==> src/rtl/vga_pkg.sv <==
// vga_pkg: shared VGA geometry, rectangle descriptor type and hit-index sizing helper
package vga_pkg;
    localparam int H_ACTIVE = 640;
    localparam int V_ACTIVE = 480;
    typedef struct packed {
        logic       en;
        logic [9:0] x0;
        logic [9:0] x1;
        logic [8:0] y0;
        logic [8:0] y1;
        logic [2:0] rgb;
    } rect_t;
    function automatic int hit_w(input int n);
        return $clog2(n + 1);
    endfunction
endpackage

==> src/rtl/vga_rect_hit.sv <==
// vga_rect_hit: strict containment test for one slot; with RECT_MOTION_EN also the per-frame bounce step
module vga_rect_hit
    import vga_pkg::*;
`ifdef RECT_MOTION_EN
#(
    parameter int STEP = 2
)
`endif
(
    input  rect_t      r,
    input  logic [9:0] x,
    input  logic [8:0] y,
`ifdef RECT_MOTION_EN
    input  logic       dx,
    input  logic       dy,
    output rect_t      nxt,
    output logic       ndx,
    output logic       ndy,
`endif
    output logic       hit
);
    assign hit = r.en && x > r.x0 && x < r.x1 && y > r.y0 && y < r.y1;
`ifdef RECT_MOTION_EN
    logic bx, by;
    // Reaching an edge counts as crossing: flip direction and hold this frame.
    always_comb begin
        bx = dx ? 11'(r.x1) + 11'(STEP) >= 11'(H_ACTIVE) : r.x0 <= 10'(STEP);
        by = dy ? 10'(r.y1) + 10'(STEP) >= 10'(V_ACTIVE) : r.y0 <= 9'(STEP);
        nxt = r;
        nxt.x0 = (!r.en || bx) ? r.x0 : dx ? r.x0 + 10'(STEP) : r.x0 - 10'(STEP);
        nxt.x1 = (!r.en || bx) ? r.x1 : dx ? r.x1 + 10'(STEP) : r.x1 - 10'(STEP);
        nxt.y0 = (!r.en || by) ? r.y0 : dy ? r.y0 + 9'(STEP) : r.y0 - 9'(STEP);
        nxt.y1 = (!r.en || by) ? r.y1 : dy ? r.y1 + 9'(STEP) : r.y1 - 9'(STEP);
        ndx = (r.en && bx) ? !dx : dx;
        ndy = (r.en && by) ? !dy : dy;
    end
`endif
endmodule

==> src/rtl/vga_rect_scheduler.sv <==
// vga_rect_scheduler: NUM_RECT-slot priority rectangle overlay; shadow config is committed at the frame boundary.
// Define RECT_MOTION_EN for rectangles that step and bounce every frame.
module vga_rect_scheduler
    import vga_pkg::*;
#(
    parameter int NUM_RECT = 4
`ifdef RECT_MOTION_EN
    ,
    parameter int STEP = 2
`endif
) (
    input  logic       CLK,
    input  logic       RST_BTN,
    input  logic       i_pix_stb,
    input  logic [9:0] i_x,
    input  logic [8:0] i_y,
    input  logic       cfg_valid,
    output logic       cfg_ready,
    input  logic [2:0] cfg_idx,
    input  logic       cfg_en,
    input  logic [9:0] cfg_x0,
    input  logic [9:0] cfg_x1,
    input  logic [8:0] cfg_y0,
    input  logic [8:0] cfg_y1,
    input  logic [2:0] cfg_rgb,
    output logic [7:0] VGA_R,
    output logic [7:0] VGA_G,
    output logic [7:0] VGA_B,
    output logic [2:0] o_hit_idx,
    output logic       o_commit
);
    localparam int HW = hit_w(NUM_RECT);
    rect_t shadow [NUM_RECT];
    rect_t active [NUM_RECT];
    logic [NUM_RECT-1:0] hit;
    logic [HW-1:0] win;
    logic [2:0] rgb;
    logic dirty, evt, commit, we, blank;
    assign evt = i_pix_stb && i_x == 10'd0 && i_y == 9'(V_ACTIVE);
    assign commit = evt && dirty;
    assign cfg_ready = !commit;
    assign we = cfg_valid && cfg_ready && int'(cfg_idx) < NUM_RECT;
    assign blank = i_x >= 10'(H_ACTIVE) || i_y >= 9'(V_ACTIVE);
`ifdef RECT_MOTION_EN
    rect_t nxt [NUM_RECT];
    logic [NUM_RECT-1:0] dx, dy, ndx, ndy;
    assign o_commit = evt;
`else
    assign o_commit = commit;
`endif
    for (genvar g = 0; g < NUM_RECT; g++) begin : g_slot
`ifdef RECT_MOTION_EN
        vga_rect_hit #(.STEP(STEP)) u_hit (.r(active[g]), .x(i_x), .y(i_y), .dx(dx[g]), .dy(dy[g]),
                                          .nxt(nxt[g]), .ndx(ndx[g]), .ndy(ndy[g]), .hit(hit[g]));
`else
        vga_rect_hit u_hit (.r(active[g]), .x(i_x), .y(i_y), .hit(hit[g]));
`endif
    end
    always_ff @(posedge CLK or negedge RST_BTN)
        if (!RST_BTN) begin
            dirty <= 1'b0;
            for (int i = 0; i < NUM_RECT; i++) shadow[i] <= '0;
        end else begin
            for (int i = 0; i < NUM_RECT; i++)
                if (we && cfg_idx == 3'(i)) shadow[i] <= '{cfg_en, cfg_x0, cfg_x1, cfg_y0, cfg_y1, cfg_rgb};
            dirty <= we || (dirty && !commit);
        end
    always_ff @(posedge CLK or negedge RST_BTN)
        if (!RST_BTN) begin
            for (int i = 0; i < NUM_RECT; i++) active[i] <= '0;
`ifdef RECT_MOTION_EN
            dx <= '1;
            dy <= '1;
`endif
        end else if (commit) begin
            for (int i = 0; i < NUM_RECT; i++) active[i] <= shadow[i];
`ifdef RECT_MOTION_EN
            dx <= '1;
            dy <= '1;
        end else if (evt) begin
            for (int i = 0; i < NUM_RECT; i++) active[i] <= nxt[i];
            dx <= ndx;
            dy <= ndy;
`endif
        end
    // Scan from lowest priority up so the lowest hitting index overwrites last.
    always_comb begin
        win = HW'(NUM_RECT);
        rgb = '0;
        for (int i = NUM_RECT - 1; i >= 0; i--) begin
            win = hit[i] ? HW'(i) : win;
            rgb = hit[i] ? active[i].rgb : rgb;
        end
    end
    always_ff @(posedge CLK or negedge RST_BTN)
        if (!RST_BTN) begin
            {VGA_R, VGA_G, VGA_B} <= '0;
            o_hit_idx <= 3'(NUM_RECT);
        end else if (i_pix_stb) begin
            VGA_R <= {8{rgb[2] & ~blank}};
            VGA_G <= {8{rgb[1] & ~blank}};
            VGA_B <= {8{rgb[0] & ~blank}};
            o_hit_idx <= blank ? 3'(NUM_RECT) : 3'(win);
        end
endmodule

==> config.mk <==
export PLATFORM = sky130hd
export DESIGN_NAME = vga_rect_scheduler
export DESIGN_NICKNAME = d
export VERILOG_FILES = /design/src/rtl/vga_pkg.sv /design/src/rtl/vga_rect_hit.sv /design/src/rtl/vga_rect_scheduler.sv
export SDC_FILE = /design/constraint.sdc
export NUM_CORES = 1
export LEC_CHECK = 0
export BUFFER_PORTS_ARGS = -buffer_cell sky130_fd_sc_hd__buf_2
export CAP_MARGIN = 0
export CORE_MARGIN = 10
export CORE_UTILIZATION = 62
export DETAILED_ROUTE_END_ITERATION = 10
export PLACE_DENSITY = 0.82
export SYNTH_ARGS = -nofsm -noshare
export SYNTH_HDL_FRONTEND = slang
export SYNTH_SLANG_ARGS = --single-unit
==> constraint.sdc <==
create_clock -name CLK -period 5.75 [get_ports CLK]
set_input_delay 1.15 -clock CLK [delete_from_list [all_inputs] [get_ports CLK]]
set_output_delay 1.15 -clock CLK [all_outputs]
set_load 0.1 [all_outputs]
After elaboration in Yosys (flattened, before gate mapping)
Cells that the tools add are included.

storage, ports and cells
  memories = 0
  RAM bits = 0
  register bits after elaboration = 343
  bits in latches = 0
  logic and storage cells = 120
  memory bits (read-only) = 0

cells by class
  divide/modulo/power cells = 0
  multipliers = 0
  magnitude comparators = 19
  muxes and demuxes = 9
  bitwise gates (word level) = 4
  eq/ne operators = 4
  add/sub/neg operators = 0
  shifts and indexed selects = 0
  reduce and logical (&&, ||, !) cells = 31

operators by type and width
  kind                  count
  $gt 10x10->1          4
  $lt 10x10->1          4
  $gt 9x9->1            4
  $lt 9x9->1            4
  $mux 3                9
  $logic_and 1x1->1     26
  $ge 10x10->1 const B  1
  $logic_not 10->1      1
  $eq 9x9->1 const B    1
  $ge 9x9->1 const B    1
  $eq 3x2->1 const B    2
  $and 1x1->1           3
  $eq 3x1->1 const B    1
  $logic_not 3->1       1
  $lt 3x3->1 const B    1
  $logic_or 1x1->1      2
  $logic_not 1->1       1
  $not 1->1             1

Longest topological paths before layout
Gate-level depths: netlist of the first run.

  word-level depth = 10
  gate-level depth with buffers = 9

Hierarchy
A second synthesis of the first run with hierarchy kept.

second synthesis, totals
  cells, all modules = 1291
  area, all modules = 17201.5 sq um

modules (own cells, without submodules)
  module              area each (sq um)  cells each  times used
  vga_rect_scheduler  13553.0            795         1
  vga_rect_hit        912.1              124         4

Worst setup path after synthesis of the first run
OpenSTA, ideal clock, no wires.

  kind = input -> output
  start = input port i_y[1]
  end = output port o_commit
  stages on the path = 7
  data arrival time = 2660 ps
  slack = 1940 ps
  data required time = 4600 ps
  cells stage by stage = nor4_1 > nand2_1 > nor4_1 > and3_1 > buf_4 > buf_2 > buf_2

between the ends
  longest elaborated chain between the ends = 3

ends and longest elaborated chain
  element            line                      text
  start, declared    vga_rect_scheduler.sv:16  input logic [8:0] i_y,
  $eq 9x9->1         vga_rect_scheduler.sv:39  assign evt = i_pix_stb && i_x == 10'd0 && i_y == 9'(V_ACTIVE);
  $logic_and 1x1->1  vga_rect_scheduler.sv:39
  $logic_and 1x1->1  vga_rect_scheduler.sv:40  assign commit = evt && dirty;
  end, declared      vga_rect_scheduler.sv:30  output logic o_commit

No other way between the ends.

Worst setup path after layout of the first run
Ends and elaborated chain as after synthesis.

==> results.sh, run 1 <==
export IMPL_post_cts_hold_buffer_count=0
export IMPL_post_route_util_pct=69.7
export IMPL_ctsResizeCount=0
export IMPL_yosys_mux_area_fraction_pct=13.6
export IMPL_multi_input_comb_area_um2=6880
export IMPL_seqCellArea_um2=8580
export IMPL_synth_ff_type="dfrtp_1"
export IMPL_starting_drc_count_in_detailed_routing=1103
export IMPL_wp_data_required_ns=4.60
export IMPL_timing_worst_setup_path_type="input port to output port"
export IMPL_flow_area_growth_from_synthesis_pct=10.2
export IMPL_most_frequent_cells_in_the_layout="342 x dfrtp_1, 176 x mux2_2, 166 x nand2_1"
export IMPL_grt_pass1_wl_um=62200
export IMPL_synth_simple_area_share_pct=7.54
export IMPL_rsz0062_at_grt="false"
export IMPL_synth_seq_cells=343
export IMPL_worst_hold_path_type="flop to flop"
export IMPL_wire_per_inst_um=20.4
export IMPL_antenna_found_initial=5
export IMPL_cellLeakagePower_nw=9.05
export IMPL_finalWeightedCongestion=0.871
export IMPL_tightestPinTransition_ns=1.13
export IMPL_timing_critical_path_slowest_stage_cell="nor4_1"
export IMPL_final_period_utilization_pct=74.3
export IMPL_synth_top_cell_area_share_pct=51.7
export IMPL_drt_wl_total_um=38200
export IMPL_final_design_area_no_fill_um2=18200
export IMPL_finalWorstSetupSlack_ns=1.48
export IMPL_post_route_drc_count=0
export IMPL_synth_area_top_cells="dfrtp_1 52%, mux2_2 12%, ha_1 11%, o21ai_0 4.8%, nand2_1 3.8%"
export IMPL_timing_slew_headroom_pct=24.6
export IMPL_critical_path_peak_fanout=9
export IMPL_mappedNetlistNets=1658
export IMPL_num_rows=59
export IMPL_clkSinkCount=343
export IMPL_hold_violations=0
export IMPL_n_fill_cell=1811
export IMPL_power_per_cell_area_nw_per_um2=309
export IMPL_gr_total_overflow=0
export IMPL_timing_final_setup_violations=0
export IMPL_synth_xor_area_share_pct=0
export IMPL_cts_root_buffer="clkbuf_16"
export IMPL_port_buffers=96
export IMPL_worst_setup_hold_path_clk_slew_ns=0.06
export IMPL_sequential_cell_area_fraction_in_the_yosys_report_pct=51.9
export IMPL_io_pin_count=97
export IMPL_setup_total_negative_slack_ns=0
export IMPL_cts_path_max_buffers=3
export IMPL_cts_buffers_inserted=36
export IMPL_finalClockSkew_ns=0.0259
export IMPL_post_dp_hpwl_um=25000
export IMPL_dpl_instance_area_um2=17000
export IMPL_fmax_mhz=234
export IMPL_synth_top_family_by_area="multiplexers"
export IMPL_power_ir_vdd_worst_mv=0.255
export IMPL_grt_total_usage_pct=23.1
export IMPL_via_per_inst=5.92
export IMPL_yosysWarningCount=0
export IMPL_floorplan_die_area_um2=33600
export IMPL_grt_start_max_net_pins=239
export IMPL_post_synth_fa_ha_maj_area_fraction_pct=10.9
export IMPL_drtPass1Iterations=5
export IMPL_initial_core_utilization_pct=63.3
export IMPL_startpoint_type="input port"
export IMPL_via_count_of_the_first_global_routing_pass=11748
export IMPL_netlist_instances=1446
export IMPL_synth_area_um2=16500
export IMPL_mostFrequentLayoutCell="dfrtp_1"
export IMPL_worstPathBufferInverterCount=2
export IMPL_tritoncts="built"
export IMPL_clock_tree_htree_level_count=2
export IMPL_die_width_um=183
export IMPL_yosysUniqueCellTypes=56
export IMPL_dpl_worst_slack_ns=1.55
export IMPL_core_area_um2=26100
export IMPL_drv_max_cap_violation_count=0
export IMPL_fin_worst_hold_slack_ns=0.466
export IMPL_critical_path_top_delay_family="simple AND/OR/NAND/NOR gates"
export IMPL_crit_chain="buf_2, nor4_1, nand2_1, nor4_1, and3_4, buf_2"
export IMPL_cp_slowest_stage_delay_ns=0.58
export IMPL_synthesized_area_fraction_occupied_by_ao_oa_aoi_and_oai_cells_pct=9.54
export IMPL_die_height_um=183
export IMPL_run_status="finished, final reports clean"
export IMPL_post_cts_setup_buffers=0
export IMPL_synthDominantAreaCellType="dfrtp_1"
export IMPL_post_synth_cell_area_avg_um2=11.4
export IMPL_nets=1724
export IMPL_number_of_antenna_violating_nets_in_the_routed_design=0
export IMPL_cp_end_kind="output port"
export IMPL_finalWorstPathRequiredPeriod_ns=4.27
export IMPL_synth_edff_count=0
export IMPL_insertion_delay_ns=0.53
export IMPL_worst_endpoint_arrival_ns=3.12
export IMPL_synthArstFlopShare_pct=100
export IMPL_final_max_slew_violation_count=0
export IMPL_layout_drive_gt1_share_pct=22.6
export IMPL_route_vias_total=11100
[cells in the mapped netlist, types with 13 or more instances]
cell and number:
clkbuf_1 14, a21o_1 13, buf_4 22, buf_6 16
inv_1 153, o21ai_0 160, nor2_1 19, a21oi_1 34
nand2_1 166, mux2_1 18, buf_2 21, ha_1 144
mux2_2 176, nand4_1 13, nand3_1 17, dfrtp_1 342
[power breakdown]
group / total [mW] / switching (mW) / leakage, nW / internal [mW]
Sequential: 2.81 / 0.139 / 3.71 / 2.68
Clock: 2.35 / 0.943 / 0.593 / 1.41
Combinational: 0.464 / 0.219 / 4.75 / 0.245
Total: 5.63 / 1.30 / 9.05 / 4.33
[registers in the layout, indices dropped and copies added, names as in the netlist]
| name | flops |
|---|---|
| active | 168 |
| shadow | 168 |
| o_hit_idx | 3 |
| VGA_B | 1 |
| VGA_G | 1 |
| VGA_R | 1 |
| dirty | 1 |
[worst register-to-register path, cell delays in order (launching register included)]
cell and delay, ns:
dfrtp_1 0.36, inv_1 0.08, ha_1 0.26, and3_1 0.22, a221o_1 0.35, a31oi_1 0.35, o22ai_1 0.20, a211oi_4 0.41
mux2i_1 0.33, o221ai_1 0.19
[logic make-up after synthesis]
logic type | after synthesis
AOI/OAI and AO/OA | 265
muxes | 200
and+or+nand+nor | 267
buffers and inverters | 227
adders and majority gates | 144
DFF | 343
[metrics by stage]
stage | power [mW] | cells
finish | 5.63 | 1875
global route | 5.82 | 1875
CTS | 5.65 | 1873
detailed placement | 3.31 | 1809
global placement | 3.26 | 1809
floorplan | 3.10 | 1446
[cell type report]
cell class,instances,area share (%)
Clock buffer,55,6.00
Timing Repair Buffer,101,3.03
Multi-Input combinational cell,876,37.7
Sequential cell,343,47.1
Antenna cell,2,0.0275
Inverter,154,3.19
Clock inverter,9,0.611
Tap cell,335,2.30
[routing by layer]
| metal | GRT usage [%] | share of wire, % | up-vias |
|---|---|---|---|
| met5 | 0 | 0.076 | - |
| met4 | 9.67 | 3.4 | 6 |
| met3 | 4.74 | 6.6 | 96 |
| met2 | 37.9 | 48 | 340 |
| met1 | 29.3 | 42 | 5559 |
| li1 | - | - | 5099 |
[path summary, 6_finish.rpt]
path | from | end | slack, ns | cells after the start
min in group asynchronous | RST_BTN | active[77] | 0.57 | 1
min | shadow[58] | active[58] | 0.47 | 2
max reg2reg | active[152] | VGA_G[0] | 2.84 | 9
min reg2reg | shadow[58] | active[58] | 0.47 | 2
max in group asynchronous | RST_BTN | shadow[140] | 3.70 | 2
max | i_y[1] | o_commit | 1.48 | 6
Note: power is estimated with default switching activity, not from simulation.
==> run 2, diff against run 1 <==
Settings changed: CORE_UTILIZATION 62 to 55, PLACE_DENSITY 0.82 to 0.77.
Clock period 5.75 ns to 3.88 ns, I/O delays scaled along.
==> results.sh, run 2 (same netlist as run 1, synthesis figures left out) <==
export IMPL_drt_wl_total_um=39300
export IMPL_startpoint_type="input port"
export IMPL_dpl_cell_count=1890
export IMPL_rsz0062_at_grt="false"
export IMPL_post_route_drc_count=0
export IMPL_cp_end_kind="output port"
export IMPL_ctsResizeCount=0
export IMPL_tightestPinTransition_ns=0.985
export IMPL_wp_data_required_ns=3.10
export IMPL_layout_drive_gt1_share_pct=23.6
export IMPL_finalClockSkew_ns=0.0153
export IMPL_flow_area_growth_from_synthesis_pct=12.1
export IMPL_timing_slew_headroom_pct=33.7
export IMPL_fmax_mhz=267
export IMPL_cts_path_max_buffers=3
export IMPL_gr_total_overflow=0
export IMPL_io_pin_count=97
export IMPL_cellLeakagePower_nw=9.20
export IMPL_finalWeightedCongestion=0.896
export IMPL_timing_final_setup_violations=0
export IMPL_antenna_found_initial=4
export IMPL_grt_start_max_net_pins=133
export IMPL_run_status="finished, final reports clean"
export IMPL_setup_total_negative_slack_ns=0
export IMPL_cts_root_buffer="clkbuf_16"
export IMPL_num_rows=63
export IMPL_insertedDiodeCount=0
export IMPL_starting_drc_count_in_detailed_routing=810
export IMPL_critical_path_peak_fanout=6
export IMPL_finalWorstSetupSlack_ns=0.133
export IMPL_power_per_cell_area_nw_per_um2=450
export IMPL_worst_setup_hold_path_clk_slew_ns=0.06
export IMPL_final_max_slew_violation_count=0
export IMPL_post_cts_hold_buffer_count=0
export IMPL_via_per_inst=5.72
export IMPL_wire_per_inst_um=20.2
export IMPL_nets=1750
export IMPL_hold_violations=0
export IMPL_finalWorstPathRequiredPeriod_ns=3.75
export IMPL_floorplan_die_area_um2=37400
export IMPL_drv_max_cap_violation_count=0
export IMPL_post_layout_nonfiller_instances=1951
export IMPL_r2r_end="VGA_R[0]"
export IMPL_via_count_of_the_first_global_routing_pass=11663
export IMPL_power_ir_vdd_worst_mv=0.245
export IMPL_number_of_antenna_violating_nets_in_the_routed_design=0
export IMPL_mostFrequentLayoutCell="dfrtp_1"
export IMPL_timing_worst_setup_path_type="input port to output port"
export IMPL_grt_pass1_wl_um=63700
export IMPL_most_frequent_cells_in_the_layout="342 x dfrtp_1, 176 x mux2_2, 166 x nand2_1"
export IMPL_worst_hold_path_type="input port to async pin"
export IMPL_final_period_utilization_pct=96.6
export IMPL_core_area_um2=29600
export IMPL_cts_buffers_inserted=36
export IMPL_worst_endpoint_arrival_ns=2.97
export IMPL_die_height_um=193
export IMPL_die_width_um=193
export IMPL_dpl_worst_slack_ns=0.216
export IMPL_drtPass1Iterations=5
export IMPL_r2r_start="active[152]"
export IMPL_r2r_worst_path_cells=9
export IMPL_reg_top3="active (168), shadow (168), o_hit_idx (3)"
export IMPL_clkSinkCount=343
export IMPL_r2r_slack_ns=1.19
export IMPL_tritoncts="built"
export IMPL_clock_tree_htree_level_count=2
export IMPL_port_buffers=96
export IMPL_route_vias_total=11160
export IMPL_post_route_util_pct=62.6
export IMPL_post_dp_hpwl_um=27400
export IMPL_power_mw=8.35
export IMPL_post_cts_setup_buffers=0
export IMPL_insertion_delay_ns=0.52
export IMPL_grt_total_usage_pct=20.8
export IMPL_initial_core_utilization_pct=55.8
[run 2: changes by cell type in the layout (fill, tap and decap cells not counted)]
cell / change
diode_2: -2
inv_8: -1
buf_12: +7
clkbuf_8: -3
clkinvlp_4: -1
clkbuf_1: +1
buf_4: +20
buf_2: -1
bufinv_16: +1
[run 2: worst max-delay path, cell delays in order]
cell and delay (ns):
buf_2 0.15, nor4_1 0.86, nand2_1 0.10, nor4_1 0.33, and3_4 0.35, inv_4 0.08
buf_2 0.30
[run 2: where the power goes]
part / total [mW] / switching (mW) / internal, mW
registers: 4.16 / 0.198 / 3.96
logic: 0.709 / 0.331 / 0.379
clock network: 3.48 / 1.39 / 2.08
total: 8.35 / 1.92 / 6.43
[run 2: cell type report]
cell class,count,area [um^2]
inverters,154,581
flip-flops and latches,343,8580
clock inverters,8,123
well taps,390,488
fillers,2370,11100
repair buffers,127,838
multi-input cells,876,6880
clock buffers,53,1060
[run 2: routing by layer]
metal	GRT usage, %	share of wire (%)	up-vias
li1	-	-	5147
met1	28.0	45	5627
met2	32.9	46	292
met3	4.53	6.2	86
met4	6.72	3.0	8
met5	0	0.097	-
[run 2: worst max path at each step]
| stage | cells past startpoint | slack [ns] | end | startpoint |
|---|---|---|---|---|
| CTS | 7 | 0.22 | cfg_ready | i_x[0] |
| global placement | 7 | 0.28 | cfg_ready | i_x[0] |
| detailed placement | 7 | 0.22 | cfg_ready | i_x[0] |
| floorplan | 7 | 0.82 | o_commit | i_y[1] |
| global route | 7 | 0.007 | cfg_ready | i_x[0] |
| finish | 7 | 0.13 | cfg_ready | i_x[0] |
[run 2: metrics by stage]
step / hold slack, ns / instance area, um^2
after global placement: 0.452 / 17400
after detailed placement: 0.460 / 17400
final: 0.249 / 18500
after CTS: 0.297 / 18500
after floorplan: 0.443 / 16500
after global routing: 0.320 / 18500
